`config.mk`:
```
export PLATFORM = sky130hd
export DESIGN_NAME = branch_pc_unit
export DESIGN_NICKNAME = d
export VERILOG_FILES = /design/src/rtl/branch_pc_unit.sv
export SDC_FILE = /design/constraint.sdc
export NUM_CORES = 1
export LEC_CHECK = 0
export BUFFER_PORTS_ARGS = -buffer_cell sky130_fd_sc_hd__buf_2
export CORE_MARGIN = 5
export CORE_UTILIZATION = 39
export CTS_BUF_LIST = sky130_fd_sc_hd__clkbuf_8
export CTS_CLUSTER_DIAMETER = 40
export DETAILED_ROUTE_END_ITERATION = 8
export MAX_ROUTING_LAYER = met4
export SLEW_MARGIN = 20
export SYNTH_ARGS = -nofsm -noshare
export SYNTH_HDL_FRONTEND = slang
export SYNTH_SLANG_ARGS = --single-unit
```
`constraint.sdc`:
```
create_clock -name clk -period 2.3 [get_ports clk]
set_input_delay 0.46 -clock clk [delete_from_list [all_inputs] [get_ports clk]]
set_output_delay 0.46 -clock clk [all_outputs]
set_load 0.005 [all_outputs]
```
`src/rtl/branch_pc_unit.sv`:
```
// Fetch-PC sequencer behind the branch comparator: resolves branch/jal/jalr
// targets, redirects fetch, drives a timed flush, produces link values and traps misaligned targets.
module branch_pc_unit #(
  parameter logic [31:0] RESET_PC     = 32'h0000_0000,
  parameter int unsigned FLUSH_CYCLES = 2,
  localparam int         REG_LEN      = 32
) (
  input  logic               clk,
  input  logic               rst_n,
  input  logic               stall,
  input  logic               br_valid,
  input  logic [1:0]         br_type,
  input  logic               b,
  input  logic [REG_LEN-1:0] br_pc,
  input  logic [REG_LEN-1:0] br_imm,
  input  logic [REG_LEN-1:0] rs1_d,
  input  logic               restart,
  output logic [REG_LEN-1:0] pc,
  output logic               pc_valid,
  output logic               flush,
  output logic [REG_LEN-1:0] link_d,
  output logic               link_valid,
  output logic               misalign
);

  typedef enum logic [1:0] {
    ST_RUN   = 2'd0,
    ST_FLUSH = 2'd1,
    ST_TRAP  = 2'd2
  } state_t;

  localparam logic [3:0] FLUSH_INIT = 4'(FLUSH_CYCLES - 1);

  state_t             state_q, state_d;
  logic [3:0]         cnt_q, cnt_d;
  logic [REG_LEN-1:0] pc_q, pc_d;
  logic               pc_valid_q, pc_valid_d;
  logic               flush_q, flush_d;
  logic [REG_LEN-1:0] link_d_q, link_d_d;
  logic               link_valid_q, link_valid_d;
  logic               misalign_q, misalign_d;

  logic [REG_LEN-1:0] target_br, target_jalr, target, pc_inc;
  logic               is_jump, taken, misaligned;

  always_comb begin
    target_br   = br_pc + br_imm;
    target_jalr = (rs1_d + br_imm) & ~32'h0000_0001;
    target      = (br_type == 2'b10) ? target_jalr : target_br;
    is_jump     = (br_type == 2'b01) || (br_type == 2'b10);
    taken       = br_valid && (((br_type == 2'b00) && b) || is_jump);
    misaligned  = taken && target[1];
    pc_inc      = pc_q + 32'd4;
  end

  always_comb begin
    state_d      = state_q;
    cnt_d        = cnt_q;
    pc_d         = pc_q;
    pc_valid_d   = pc_valid_q;
    flush_d      = flush_q;
    link_d_d     = link_d_q;
    link_valid_d = 1'b0;
    misalign_d   = misalign_q;

    case (state_q)
      ST_RUN: begin
        pc_valid_d = 1'b1;
        flush_d    = 1'b0;
        // A redirect wins over stall; stall only gates the +4 step.
        if (taken && !misaligned) begin
          pc_d    = target;
          state_d = ST_FLUSH;
          cnt_d   = FLUSH_INIT;
          flush_d = 1'b1;
        end else if (taken) begin
          state_d    = ST_TRAP;
          misalign_d = 1'b1;
          flush_d    = 1'b1;
          pc_valid_d = 1'b0;
        end else if (!stall) begin
          pc_d = pc_inc;
        end
        // Link is produced even when the jump target turns out misaligned.
        if (br_valid && is_jump) begin
          link_d_d     = br_pc + 32'd4;
          link_valid_d = 1'b1;
        end
      end
      ST_FLUSH: begin
        pc_valid_d = 1'b1;
        if (!stall) pc_d = pc_inc;
        if (cnt_q == 4'd0) begin
          state_d = ST_RUN;
          flush_d = 1'b0;
        end else begin
          cnt_d   = cnt_q - 4'd1;
          flush_d = 1'b1;
        end
      end
      ST_TRAP: begin
        if (restart) begin
          pc_d       = RESET_PC;
          state_d    = ST_RUN;
          misalign_d = 1'b0;
          flush_d    = 1'b0;
          pc_valid_d = 1'b1;
        end
      end
      default: begin
        state_d = ST_RUN;
      end
    endcase
  end

  always_ff @(posedge clk or negedge rst_n) begin
    if (!rst_n) begin
      state_q      <= ST_RUN;
      cnt_q        <= 4'd0;
      pc_q         <= RESET_PC;
      pc_valid_q   <= 1'b0;
      flush_q      <= 1'b0;
      link_d_q     <= '0;
      link_valid_q <= 1'b0;
      misalign_q   <= 1'b0;
    end else begin
      state_q      <= state_d;
      cnt_q        <= cnt_d;
      pc_q         <= pc_d;
      pc_valid_q   <= pc_valid_d;
      flush_q      <= flush_d;
      link_d_q     <= link_d_d;
      link_valid_q <= link_valid_d;
      misalign_q   <= misalign_d;
    end
  end

  assign pc         = pc_q;
  assign pc_valid   = pc_valid_q;
  assign flush      = flush_q;
  assign link_d     = link_d_q;
  assign link_valid = link_valid_q;
  assign misalign   = misalign_q;

endmodule

```
==> flow_summary_export.csv, run 1 <==
group,metric,value,unit
timing,setup_slack,-242,ps
logic_synthesis,seq_area_frac_synth,22.9,%
clock_tree,cts_htree_levels,3,
logic_synthesis,yosys-top-cells-count,"o21ai_0 (108), nand2_1 (107), a21oi_1 (93)",
floorplanning,rows,52,
clock_tree,clkTransAtPathRegs,90,ps
global_route,grt_pass1_wl,48.3,mm
power_and_ir_drop,power_switching,4.37,mW
timing,holdWs,331,ps
route,ant_nets,0,
route,drtIter0Drc,547,
logic_synthesis,async_reset_ff_share,100,%
critical_path,cp.arrival,2800,ps
critical_path,critPathSlowestCell,"fa_2",
placed_design,place_area,11500,µm²
clock_tree,cts_sinks,74,
floorplanning,coreArea,20300,µm²
power_and_ir_drop,seq_power_share,22.4,%
global_route,antenna_found_initial,1,
critical_path,cp.required,2560,ps
critical_path,crit_type,"input port to flop",
floorplanning,io_pins,172,
outcome,status,"finished with violations",
logic_synthesis,syn_avg_cell_area,7.80,µm²
critical_path,crit_fanout,6,
power_and_ir_drop,switching_share,43.1,%
timing,relSlewSlack,66.2,%
global_route,grt_usage,25.6,%
floorplanning,dieWidth,154,µm
clock_tree,cts.path.max_buffers,2,
cells_and_area,fin_util,63.2,%
logic_synthesis,syn_inst,1035,
cells_and_area,area_growth,58.9,%
outcome,violations,"setup timing",
logic_synthesis,synth_edf_count,0,
route,drt_wl_total,31.1,mm
critical_path,endpoint_kind,"flop",
logic_synthesis,synthMostInstantiatedCell,"o21ai_0",
power_and_ir_drop,power.density,790,nW/µm²
cells_and_area,nFillCells,1801,
critical_path,path_cells,"buf_8, ha_4, inv_2, fa_2, mux2i_4, and3_4, a211o_1, buf_4, buf_4, o21ai_0, o21ai_2, nor2_1, a2bb2oi_1",
logic_synthesis,synth_fp_nets,1212,
logic_synthesis,yosysTopAreaCellShare,22.9,%
timing,tightestPinTransition,507,ps
logic_synthesis,syn_area,8080,µm²
floorplanning,start_util,39.8,%
worst_hold_path,hold_class,"input port to flop",
timing,rsz0062_at_grt,"yes",
placed_design,place_congestion,0.953,
route,avgRoutedWirePerCell,17.5,µm
logic_synthesis,synth_cell_type_count,73,
timing,setup_viol,29,
route,viasPerCell,5.40,
clock_tree,cts-root-buf,"clkbuf_8",
cells_and_area,drive_gt1_share,43.3,%
cells_and_area,finalInstanceArea,12800,µm²
power_and_ir_drop,pwr-share-comb,65.1,%
route,drt_pass1_iterations,7,
logic_synthesis,synth_area_leaders,"dfrtp_1 (23%), ha_1 (11%), o21ai_0 (6.7%), a21oi_1 (5.8%), xnor2_1 (5.7%)",
critical_path,cp_common_cell,"buf_4",
power_and_ir_drop,irDropWorstVdd,0.416,mV
route,drc,0,
timing,period_share,111,%
clock_tree,cts_made_buffers,9,
cells_and_area,final_nets,1679,
route,vias,9602,
logic_synthesis,yosys_warnings,0,
logic_synthesis,yosys.area.top_type,"dfrtp_1",
critical_path,max_stage_delay,560,ps
clock_tree,cts_tree,"built",
timing,tns,-3520,ps
logic_synthesis,ys.flop_type,"dfrtp_1",
global_route,grt_pass1_vias,9419,
placed_design,port_buffers,171,
run,maxCapViolations,0,
timing,slew_violations,0,
power_and_ir_drop,power.leakage,6.21,nW
power_and_ir_drop,p_int,5.76,mW
timing,hold_violations,0,
placed_design,dp_hpwl,24.4,mm
floorplanning,die-height,154,µm
timing,fmax,393,MHz
timing,skew,12.4,ps
logic_synthesis,synth-seq-cells,74,
power_and_ir_drop,p_clk_share,12.5,%
clock_tree,clock_latency,380,ps
critical_path,startpoint_type,"input port",
global_route,gr-total-overflow,0,
timing,period_minus_slack,2540,ps
placed_design,pre_cts_ws,-798,ps
floorplanning,die-area,23700,µm²
global_route,grt_max_degree,62,
==> per-layer routing <==
metal / wire length (µm) / track usage (%) / up-vias / share of wire [%]
li1: - / - / 4760 / -
met1: 14800 / 35.1 / 4521 / 48
met2: 14200 / 40.0 / 272 / 46
met3: 1310 / 2.75 / 49 / 4.2
met4: 780 / 7.82 / 0 / 2.5
met5: 0 / - / - / 0
==> worst paths after layout <==
path | start | to | slack, ps | cells after the start
setup / recovery | br_imm[0] | pc[24]$_DFFE_PN0P_ | -240 | 13
max in group asynchronous | rst_n | link_d[31]$_DFFE_PN0P_ | 1170 | 3
hold reg to reg | link_d[1]$_DFFE_PN0P_ | link_d[1]$_DFFE_PN0P_ | 490 | 2
min in group asynchronous | rst_n | pc[2]$_DFFE_PN0P_ | 510 | 2
hold / removal | br_pc[0] | link_d[0]$_DFFE_PN0P_ | 330 | 2
setup reg to reg | pc[2]$_DFFE_PN0P_ | pc[30]$_DFFE_PN0P_ | -90 | 11
==> power groups by stage <==
stage | logic (mW) | clock network (mW) | registers (mW)
after global routing | 7.16 | 1.35 | 2.35
after detailed placement | 5.42 | 0 | 2.28
after global placement | 5.35 | 0 | 2.27
after floorplan | 2.93 | 0 | 2.36
final | 6.60 | 1.27 | 2.27
after CTS | 6.02 | 1.30 | 2.26
==> layout by cell type (no fill, tap or decap), types with 9 or more instances in the layout <==
master	netlist	final
a21o_1	35	35
a21oi_1	93	69
a21oi_2	1	22
a31oi_1	13	12
and3_1	33	29
buf_2	6	165
buf_4	0	302
buf_6	2	16
clkbuf_8	0	11
dfrtp_1	74	74
ha_1	71	58
ha_4	0	12
inv_1	34	31
nand2_1	107	103
nand3_1	38	34
nand4_1	19	19
nor2_1	65	63
nor2b_1	11	9
nor3_1	21	17
o211ai_1	11	11
o21ai_0	108	66
o21ai_1	2	35
o21ai_2	2	10
o21bai_1	11	11
xnor2_1	53	44
xor2_1	38	36
==> what timing repair did <==
action                                  CTS  global route
gates resized for setup                 112            68
pin swaps                                67            49
hold buffers                              1             0
cloned                                    3             1
endpoints found under the setup margin   33            31
hold endpoints to repair                 20             0
setup buffers                            15            12
==> metrics by stage <==
| stage | power [mW] | cells |
|---|---|---|
| CTS | 9.58 | 1766 |
| finish | 10.1 | 1778 |
| floorplan | 5.28 | 1035 |
| global route | 10.9 | 1778 |
| global placement | 7.62 | 1734 |
| detailed placement | 7.70 | 1734 |
==> area by class of cell <==
class,instances,area [µm²],share of cell area (%)
antenna,1,2.50,0.0195
clock buffer,11,151,1.18
clock inverter,5,85.1,0.663
inverter,34,128,0.994
multi-input combinational,887,6780,52.8
sequential,74,1850,14.4
tap,270,338,2.63
timing repair buffer,496,3500,27.3
==> worst max-delay path, delay by kind of cell <==
family          cells  cell delay, ps
compound gates      4             820
fa+ha+maj           2             680
simple gates        2             320
mux                 1             100
buf+inv             4             410
==> flip-flops by register name (all words and copies together) (netlist names) <==
signal      count
pc_valid        1
link_valid      1
cnt_q           4
link_d         32
flush           1
state_q         2
pc             32
misalign        1
==> cell families (layout without fill, tap and decap cells) <==
kind of cell               after synthesis  after routing  synth area share (%)
muxes                                   11             11                  1.43
and+or+nand+nor                        352            354                  21.8
DFF                                     74             74                  22.9
buffers and inverters                   76            546                  3.81
xor gates and xnor gates                91             91                  9.87
adders and majority gates               73             73                  11.5
AOI/OAI and AO/OA                      358            358                  28.7
other                                    0              1                     0
(Power assumes the default switching activity.)
==> run 2: changes to the inputs <==
--- a/config.mk
+++ b/config.mk
@@ -5,6 +5,7 @@
 export SDC_FILE = /design/constraint.sdc
 export NUM_CORES = 1
 export LEC_CHECK = 0
+export ABC_AREA = 1
 export BUFFER_PORTS_ARGS = -buffer_cell sky130_fd_sc_hd__buf_2
 export CORE_MARGIN = 5
 export CORE_UTILIZATION = 39
==> run 2 against run 1 <==
Effect of this change: the flow now finishes without violations; clock power down 17%; final area down 1.7%; hold slack lost 270 ps; register-to-register slack better by 370 ps; critical endpoint is now pc[29]$_DFFE_PN0P_; critical path type unchanged; cell count up 38%; critical path depth decreased by 1.
==> flow_summary_export.csv, run 2 <==
group,metric,value,unit
logic_synthesis,synth_cell_type_count,46,
cells_and_area,regArea,1850,µm²
placed_design,port_buffers,171,
timing,skew,24.9,ps
logic_synthesis,yosysTopAreaCellShare,24.9,%
timing,holdWs,63.7,ps
route,avgRoutedWirePerCell,14.7,µm
logic_synthesis,synth-seq-cells,74,
logic_synthesis,synthMuxAreaShare,0,%
logic_synthesis,synth_top_family_by_area,"simple AND/OR/NAND/NOR gates",
logic_synthesis,synth_edf_count,0,
logic_synthesis,yosys-top-cells-count,"nand2_1 (669), inv_1 (332), nor2_1 (156)",
route,drc,0,
critical_path,endpoint_kind,"flop",
clock_tree,cts_setup_buffers,0,
global_route,antenna_found_initial,1,
clock_tree,clock_latency,390,ps
power_and_ir_drop,irDropWorstVdd,0.689,mV
timing,period_share,89.8,%
logic_synthesis,synth_area_leaders,"nand2_1 (25%), dfrtp_1 (18%), inv_1 (12%), ha_1 (8.8%), nand3_1 (6.7%)",
logic_synthesis,async_reset_ff_share,100,%
critical_path,worstPathBufferInverterCount,4,
cells_and_area,final_cells,2454,
cells_and_area,area_growth,25.3,%
clock_tree,cts.path.max_buffers,2,
global_route,grt_usage,25.6,%
outcome,status,"completed",
route,drt_wl_total,36.0,mm
timing,fmax,484,MHz
clock_tree,cts_sinks,74,
placed_design,place_congestion,0.933,
cells_and_area,final_cell_mix,"nand2_1 (669), inv_1 (332), buf_2 (170), nor2_1 (156), buf_4 (150)",
route,vias,11800,
floorplanning,die-area,29100,µm²
clock_tree,cts_resized,0,
logic_synthesis,yosys.area.top_type,"nand2_1",
logic_synthesis,seq_area_frac_synth,18.4,%
critical_path,path_cells,"buf_2, ha_1, inv_1, fa_1, nand2_1, nand2_1, nand2_1, inv_2, buf_4, nand3_1, nand2_1, a21oi_1",
logic_synthesis,yosys.area_share.adder,9.22,%
critical_path,cp.arrival,2340,ps
floorplanning,io_pins,172,
logic_synthesis,synthMostInstantiatedCell,"nand2_1",
critical_path,startpoint_type,"input port",
global_route,gr-total-overflow,0,
cells_and_area,multi_input_area,6830,µm²
route,drtIter0Drc,881,
logic_synthesis,yosys_warnings,0,
timing,relSlewSlack,69.4,%
clock_tree,cts-root-buf,"clkbuf_8",
clock_tree,cts_made_buffers,9,
critical_path,cp_common_cell,"nand2_1",
placed_design,dp_hpwl,30.3,mm
logic_synthesis,synthSimpleGateAreaFrac,44.0,%
route,ant_nets,0,
clock_tree,holdBufCountCts,0,
floorplanning,coreArea,25300,µm²
route,viasPerCell,4.82,
timing,hold_violations,0,
logic_synthesis,synth-xor-area-share,4.09,%
run,maxCapViolations,0,
logic_synthesis,synth_compound_area_share,10.4,%
timing,period_minus_slack,2070,ps
cells_and_area,drive_gt1_share,18.0,%
clock_tree,clkTransAtPathRegs,100,ps
timing,tightestPinTransition,458,ps
floorplanning,rows,58,
critical_path,critPathSlowestCell,"fa_1",
cells_and_area,nFillCells,2774,
global_route,grt_max_degree,75,
critical_path,max_stage_delay,510,ps
clock_tree,cts_htree_levels,3,
logic_synthesis,syn_avg_cell_area,5.57,µm²
floorplanning,start_util,39.8,%
critical_path,crit_type,"input port to flop",
clock_tree,cts_tree,"built",
placed_design,place_inst,2437,
floorplanning,die-height,171,µm
power_and_ir_drop,power.density,756,nW/µm²
timing,setup_viol,0,
power_and_ir_drop,power.leakage,7.56,nW
global_route,grt_pass1_vias,11300,
logic_synthesis,syn_inst,1808,
worst_hold_path,hold_class,"input port to async pin",
critical_path,path_delay_family,"adder cells",
timing,rsz0062_at_grt,"no",
logic_synthesis,synth_fp_nets,1985,
logic_synthesis,syn_area,10100,µm²
logic_synthesis,ys.flop_type,"dfrtp_1",
cells_and_area,final_nets,2295,
global_route,grt_pass1_wl,58.0,mm
critical_path,cp.required,2580,ps
critical_path,crit_fanout,29,
cells_and_area,final_common_cell,"nand2_1",
timing,slew_violations,0,
floorplanning,dieWidth,171,µm
route,drt_pass1_iterations,5,
## run 2: cell types whose count changed after synthesis, moves of 30 or more
cell     previous run  this run
nand2_1           107       669
inv_1              34       332
nand3_1            38       135
nor2_1             65       156
o21ai_0           108        42
xnor2_1            53        14
a21o_1             35         1
and3_1             33         3
## run 2: layout make-up
cell class,instances,area share [%]
multi-input combinational,1365,54.1
timing repair buffer,324,16.3
sequential,74,14.7
inverter,344,10.2
tap,330,3.27
clock buffer,9,0.981
clock inverter,7,0.456
antenna,1,0.0198
## run 2: power by group
| group | leakage (nW) | internal (mW) | switching [mW] |
|---|---|---|---|
| combinational | 6.57 | 2.49 | 3.49 |
| sequential | 0.907 | 1.93 | 0.569 |
| clock | 0.0833 | 0.408 | 0.657 |
## run 2: through the flow
step                      utilization [%]  setup WS (ps)  cell area [µm²]  power, mW  TNS [ps]
final                                49.8            234            12600       9.54         0
after global routing                 49.8           41.6            12600       10.5         0
after CTS                            49.8            252            12600       9.62         0
after detailed placement             49.1           -159            12400       8.51     -3040
after global placement               49.1           -166            12400       8.42     -2580
after floorplan                         -           98.9            10100       6.00         0
## run 2: worst register-to-register path: stages (launching register included)
cell     delay (ps)
dfrtp_1         400
inv_1            80
ha_1            490
inv_1           130
a21oi_1         140
nand2_1         120
inv_2           130
buf_12          180
o21ai_0         120
inv_1            70
a21oi_1          60
## run 2: worst paths after layout
path,depth (start not counted),slack (ps),to,from
min reg2reg,2,480,link_d[3]$_DFFE_PN0P_,link_d[3]$_DFFE_PN0P_
max,12,230,pc[29]$_DFFE_PN0P_,br_pc[0]
max reg2reg,10,280,pc[29]$_DFFE_PN0P_,state_q[1]$_DFFE_PN0P_
max in group asynchronous,2,1840,pc[20]$_DFFE_PN0P_,rst_n
min,2,60,link_d[25]$_DFFE_PN0P_,rst_n
min in group clk,3,300,link_d[0]$_DFFE_PN0P_,br_pc[0]
## run 2: kinds of logic (layout without fill, tap and decap cells)
kind of cell,Yosys count,in the layout
AO/OA/AOI/OAI,194,194
AND/OR/NAND/NOR,1051,1051
flip-flops,74,74
other,0,1
adder cells (fa/ha/maj),73,73
XOR/XNOR,47,47
buffers and inverters,369,684
## run 2: metal layers
layer	up-vias	track usage (%)	routed length [µm]
met1	5263	33.6	16800
met3	40	2.06	1660
met2	294	43.3	16800
met5	-	-	0
li1	6238	-	-
met4	0	5.66	667
